$ cat src/rtl/dma_ctrl_pkg.sv
// dma_ctrl_pkg: register offsets, CTRL/STATUS bit positions and FSM encoding for dma_ctrl.
package dma_ctrl_pkg;
  localparam logic [2:0] REG_SRC_LO = 3'd0;
  localparam logic [2:0] REG_SRC_HI = 3'd1;
  localparam logic [2:0] REG_DST_LO = 3'd2;
  localparam logic [2:0] REG_DST_HI = 3'd3;
  localparam logic [2:0] REG_LEN_LO = 3'd4;
  localparam logic [2:0] REG_LEN_HI = 3'd5;
  localparam logic [2:0] REG_CTRL   = 3'd6;
  localparam logic [2:0] REG_STATUS = 3'd7;
  localparam int CTRL_START   = 0;
  localparam int CTRL_SRC_FIX = 1;
  localparam int CTRL_DST_FIX = 2;
  localparam int CTRL_IE      = 3;
  localparam int CTRL_ABORT   = 7;
  localparam int ST_BUSY      = 7;
  localparam int ST_DONE      = 6;
  localparam int ST_ABORTED   = 5;
  typedef enum logic [2:0] {
    S_IDLE,
    S_RD,
    S_LAT,
    S_WR,
    S_HAND,
    S_GAP
  } state_t;
endpackage

$ cat src/rtl/dma_ctrl.sv
// dma_ctrl: CPU-programmed byte-copy DMA that stalls the 6502 via RDY and owns the bus in bursts.
module dma_ctrl
  import dma_ctrl_pkg::*;
#(
  parameter int BURST = 16,
  parameter int GAP   = 4
) (
  input  logic        clk,
  input  logic        reset,
  input  logic        cs,
  input  logic        we,
  input  logic [2:0]  rs,
  input  logic [7:0]  din,
  output logic [7:0]  dout,
  output logic        irq,
  output logic        cpu_rdy,
  output logic        dma_act,
  output logic [15:0] dma_ab,
  output logic        dma_we,
  output logic [7:0]  dma_do,
  input  logic [7:0]  bus_di
);
  state_t state, next;
  logic [15:0] src, dst, len, bcnt, gcnt;
  logic src_fix, dst_fix, ie, done, aborted;
  logic busy, rd, ctrl_wr, start, abort, last, burst_end;
  logic [7:0] rdata;
  logic unused;
  assign unused    = ^din[6:4];
  assign busy      = state != S_IDLE;
  assign rd        = cs & ~we;
  assign ctrl_wr   = cs & we & (rs == REG_CTRL);
  assign start     = ctrl_wr & din[CTRL_START] & ~busy;
  assign abort     = ctrl_wr & din[CTRL_ABORT] & (state == S_GAP);
  assign last      = len == 16'd1;
  assign burst_end = (BURST != 0) && (bcnt == 16'(BURST - 1));
  assign cpu_rdy   = (state == S_IDLE) || (state == S_GAP);
  assign dma_act   = (state == S_RD) || (state == S_LAT) || (state == S_WR);
  assign dma_we    = state == S_WR;
  assign dma_ab    = (state == S_RD) ? src : (state == S_WR) ? dst : 16'h0000;
  always_comb begin
    next = state;
    case (state)
      S_IDLE:  next = (start && len != 16'd0) ? S_RD : S_IDLE;
      S_RD:    next = S_LAT;
      S_LAT:   next = S_WR;
      S_WR:    next = (last || burst_end) ? S_HAND : S_RD;
      S_HAND:  next = (len == 16'd0) ? S_IDLE : S_GAP;
      S_GAP:   next = abort ? S_IDLE : (gcnt == 16'(GAP - 1)) ? S_RD : S_GAP;
      default: next = S_IDLE;
    endcase
  end
  always_comb begin
    rdata = 8'h00;
    case (rs)
      REG_SRC_LO: rdata = src[7:0];
      REG_SRC_HI: rdata = src[15:8];
      REG_DST_LO: rdata = dst[7:0];
      REG_DST_HI: rdata = dst[15:8];
      REG_LEN_LO: rdata = len[7:0];
      REG_LEN_HI: rdata = len[15:8];
      REG_CTRL:   rdata = {4'b0, ie, dst_fix, src_fix, 1'b0};
      default:    rdata = {busy, done, aborted, 5'b0};
    endcase
  end
  always_ff @(posedge clk or negedge reset) begin
    if (!reset) begin
      state   <= S_IDLE;
      src     <= '0;
      dst     <= '0;
      len     <= '0;
      bcnt    <= '0;
      gcnt    <= '0;
      src_fix <= 1'b0;
      dst_fix <= 1'b0;
      ie      <= 1'b0;
      done    <= 1'b0;
      aborted <= 1'b0;
      irq     <= 1'b0;
      dout    <= '0;
      dma_do  <= '0;
    end else begin
      state <= next;
      if (cs && we && !busy)
        case (rs)
          REG_SRC_LO: src[7:0]  <= din;
          REG_SRC_HI: src[15:8] <= din;
          REG_DST_LO: dst[7:0]  <= din;
          REG_DST_HI: dst[15:8] <= din;
          REG_LEN_LO: len[7:0]  <= din;
          REG_LEN_HI: len[15:8] <= din;
          REG_CTRL:   {ie, dst_fix, src_fix} <= din[CTRL_IE:CTRL_SRC_FIX];
          default: ;
        endcase
      if (state == S_LAT) dma_do <= bus_di;
      if (state == S_WR) begin
        len  <= len - 16'd1;
        src  <= src_fix ? src : src + 16'd1;
        dst  <= dst_fix ? dst : dst + 16'd1;
        bcnt <= bcnt + 16'd1;
      end
      if (start || state == S_GAP) bcnt <= '0;
      gcnt <= (state == S_GAP) ? gcnt + 16'd1 : 16'd0;
      // a STATUS read only clears flags when nothing sets them on the same edge
      if (start) begin
        done    <= len == 16'd0;
        aborted <= 1'b0;
      end else if (state == S_WR && last) done <= 1'b1;
      else if (abort) aborted <= 1'b1;
      else if (rd && rs == REG_STATUS) begin
        done    <= 1'b0;
        aborted <= 1'b0;
      end
      irq <= ie & (done | aborted);
      if (rd) dout <= rdata;
    end
  end
endmodule

$ cat config.mk
export PLATFORM = sky130hd
export DESIGN_NAME = dma_ctrl
export DESIGN_NICKNAME = d
export VERILOG_FILES = /design/src/rtl/dma_ctrl_pkg.sv /design/src/rtl/dma_ctrl.sv
export SDC_FILE = /design/constraint.sdc
export NUM_CORES = 1
export LEC_CHECK = 0
export CORE_MARGIN = 2
export CORE_UTILIZATION = 35
export DETAILED_ROUTE_END_ITERATION = 7
export HOLD_SLACK_MARGIN = 0.08
export PLACE_DENSITY = 0.6
export SLEW_MARGIN = 20
export SYNTH_ARGS = -nofsm -noshare
export SYNTH_HDL_FRONTEND = slang
export SYNTH_SLANG_ARGS = --single-unit
$ cat constraint.sdc
create_clock -name clk -period 2.5 [get_ports clk]
set_input_delay 0.75 -clock clk [delete_from_list [all_inputs] [get_ports clk]]
set_output_delay 0.75 -clock clk [all_outputs]
set_load 0.05 [all_outputs]
==> flow_metrics.py <==
metrics = {
    "outcome": {
        "outcome": "complete, no violations",
    },
    "critical_path": {
        "type_of_the_worst_setup_path": "reg2out",
        "r2r_setup_slack_ns": 0.44,
        "crit_arrival_ns": 1.69,
        "worstSetupEndpointType": "output port",
        "worst_ep_required_time_ns": 1.75,
        "cp_max_fo": 9,
        "worst_r2r_path_depth": 7,
        "rr_endpoint": "dst[15]",
        "timing.rr.start": "state[2]",
        "worst_setup_path_start_kind": "flip-flop",
    },
    "clock_network": {
        "cts_tree": "yes",
        "h-tree-depth": 3,
        "worstSkewPairLatency_ns": 0.35,
        "clock_tree.root_cell": "clkbuf_16",
        "clockBufferDepth": 2,
        "cts-hold-fix-buffers": 0,
        "cts_sinks": 105,
        "tritoncts.num_buffers": 9,
        "clk_pin_slew_ns": 0.07,
    },
    "synth": {
        "synth_edf_count": 0,
        "postSynth.topFlopCell": "dfrtp_1",
        "netlist_area_sq_um": 6460,
        "synth_warnings": 0,
        "yosysUniqueCellTypes": 73,
        "synthesis.instances": 716,
        "synth_sequential_area_ratio_pct": 40.7,
        "synth_fp_nets": 745,
        "synth_async_sr_flop_share_pct": 100,
        "synth.ff_latch_count": 105,
        "post_synth.cell_area_avg_sq_um": 9.02,
    },
    "detailed_routing": {
        "dr.pass1.iters": 5,
        "route.detailed.vias_per_inst": 5.96,
        "avgRoutedWirePerCell_microns": 19.8,
        "drc": 0,
        "drt.antenna.violating_nets": 0,
        "post_detailed_routing_wire_length_microns": 20500,
        "vias": 6173,
        "drt_iter0_drcs": 754,
    },
    "floorplanning": {
        "chipHeight_microns": 140,
        "start_util_pct": 35.8,
        "floorplan.io_pins": 59,
        "dieWidth_microns": 140,
        "core_region_area_sq_um": 18000,
        "core.rowCount": 49,
        "die_area_sq_um": 19500,
    },
    "cells_and_area": {
        "instances_no_fill": 1035,
        "num-nets-final": 834,
        "finish.utilization_pct": 45.5,
        "antenna_cells": 0,
        "layout.cell_area.non_filler_sq_um": 8200,
        "final_layout_size_suffix_gt1_share_pct": 19.5,
        "layout-area-overhead-vs-synth_pct": 27.0,
        "fillCellCount": 1798,
    },
    "sta": {
        "post-route-worst-setup-slack_ns": 0.0592,
        "final_max_slew_viol_count": 0,
        "maximum_operating_frequency_mhz": 410,
        "final_min_period_over_clock_period_pct": 97.6,
        "worst_hold_slack_ns": 0.426,
        "min_period_ns": 2.44,
        "timing.clock.skew_ns": 0.00786,
        "rsz0062_at_grt": "yes",
        "final-setup-viol-count": 0,
        "tightest_slew_ns": 0.663,
        "setup_total_negative_slack_ns": 0,
        "worst_slew_margin_rel_pct": 55.4,
        "timing.final.hold_violations": 0,
    },
    "place": {
        "post-dp-hpwl_microns": 14600,
        "placed_cell_area_sq_um": 7870,
        "finalWeightedCongestion": 0.867,
        "numPortBuffers": 58,
        "preCtsSetupSlack_ns": -0.133,
        "post-place-cells": 1020,
    },
    "grt": {
        "pin_count_of_the_biggest_net_entering_global_routing": 106,
        "gr-usage-all-layers_pct": 21.3,
        "grt_pass1_vias": 5925,
        "first_pass_grt_wire_length_microns": 33100,
        "number_of_antenna_violations_at_the_first_check_in_global_routing": 0,
        "globalRoute.totalOverflow": 0,
    },
    "power": {
        "irDropWorstVdd_uv": 1190,
        "total_switching_power_mw": 4.94,
        "switching_fraction_of_total_power_pct": 46.5,
        "p_int_mw": 5.68,
        "p_leak_nw": 3.25,
        "share_comb_of_total_power_pct": 57.2,
        "p_per_area_nw_per_um2": 1300,
        "power_frac_seq_pct": 29.6,
        "p_total_mw": 10.6,
        "power.share.clock_pct": 13.1,
    },
    "hold_path": {
        "min-delay-path-class": "in2async",
    },
    "flow_run": {
        "maxCapViolCount": 0,
    },
}
==> worst max path at each step <==
stage                         from         end  slack [ns]
final                     state[2]   dma_ab[3]        0.06
after floorplan           state[0]  dma_ab[13]        0.04
after global routing      state[2]   dma_ab[2]       -0.03
after CTS                 state[2]      dma_we        0.01
after global placement       rs[1]    bcnt[13]       -0.14
after detailed placement        we     dst[15]       -0.13
==> cells in the mapped netlist (13+ instances only) <==
library cell,n,area share [%]
dfrtp_1,105,41
nand3_1,27,2.1
nor4_1,16,1.6
xnor2_1,15,2.0
clkbuf_1,32,1.9
nand2_1,55,3.2
mux2i_1,13,2.0
o22a_1,13,1.8
nor3_1,15,1.2
a21oi_1,43,3.3
o21ai_0,42,3.3
nand4_1,23,2.2
nor2_1,82,4.8
inv_1,13,0.76
a31oi_1,14,1.4
==> cells by family after synthesis <==
logic type	share of synthesized area, %
xor gates and xnor gates	3.66
muxes	5.56
buffers and inverters	3.84
AOI/OAI and AO/OA	22.2
DFF	40.7
adders and majority gates	1.16
and+or+nand+nor	22.8
==> final cells by class <==
class	instances	area (sq um)	area share (%)
Timing Repair Buffer	123	1310	16.0
Inverter	15	70.1	0.855
Clock buffer	11	243	2.96
Tap cell	229	287	3.50
Timing Repair inverter	1	8.76	0.107
Clock inverter	1	30.0	0.366
Sequential cell	105	2630	32.1
Multi-Input combinational cell	550	3610	44.1
==> power by group through the flow <==
stage | combinational [mW] | sequential [mW] | clock [mW]
after floorplan | 3.39 | 3.09 | 0
after global placement | 5.90 | 3.14 | 0
after detailed placement | 5.93 | 3.15 | 0
after CTS | 5.98 | 3.11 | 1.43
after global routing | 6.48 | 3.22 | 1.50
final | 6.08 | 3.15 | 1.39
==> flip-flops by register name (all words and copies together), names as in the netlist <==
signal	flops
dst	16
len	16
gcnt	16
dst_fix	1
src_fix	1
state	3
bcnt	16
dout	8
ie	1
src	16
dma_do	8
done	1
irq	1
aborted	1
==> cells in the final DEF (no fill, tap or decap), types with 7 or more instances in the layout <==
cell type | netlist | layout
and4_1 | 7 | 7
a31oi_1 | 14 | 14
buf_12 | 0 | 23
o22a_1 | 13 | 13
or4_1 | 9 | 9
nand3_1 | 27 | 27
a21oi_1 | 43 | 43
nor3_1 | 15 | 15
a31o_2 | 7 | 7
dfrtp_1 | 105 | 103
xnor2_1 | 15 | 15
nor4_1 | 16 | 16
o22ai_1 | 7 | 7
clkdlybuf4s50_1 | 0 | 38
clkbuf_16 | 0 | 9
buf_4 | 0 | 60
xor2_1 | 12 | 12
a22o_2 | 0 | 11
inv_1 | 13 | 13
mux2_2 | 12 | 12
mux2i_1 | 13 | 13
nand4_1 | 23 | 23
nor2_1 | 82 | 82
o21a_1 | 7 | 7
nand2_1 | 55 | 52
o31ai_1 | 9 | 9
o21ai_0 | 42 | 40
==> critical path, stage by stage, from the launching register on <==
cell and delay [ns]:
dfrtp_2 0.44, nand3b_1 0.25, buf_4 0.21, inv_6 0.11, a22o_2 0.19, buf_12 0.14
==> repair_timing <==
action	in CTS	in global routing
endpoints found under the setup margin	15	17
resized for setup	2	9
setup buffers	0	2
pin swaps	0	2
gates cloned	0	1
==> layer usage <==
metal,routed length [microns],global-route usage (%),up-vias
li1,-,-,2886
met1,9010,28.9,2966
met2,9260,32.6,271
met3,1420,4.92,50
met4,850,9.32,0
met5,0,0,-
Note: power is estimated with default switching activity, not from simulation.
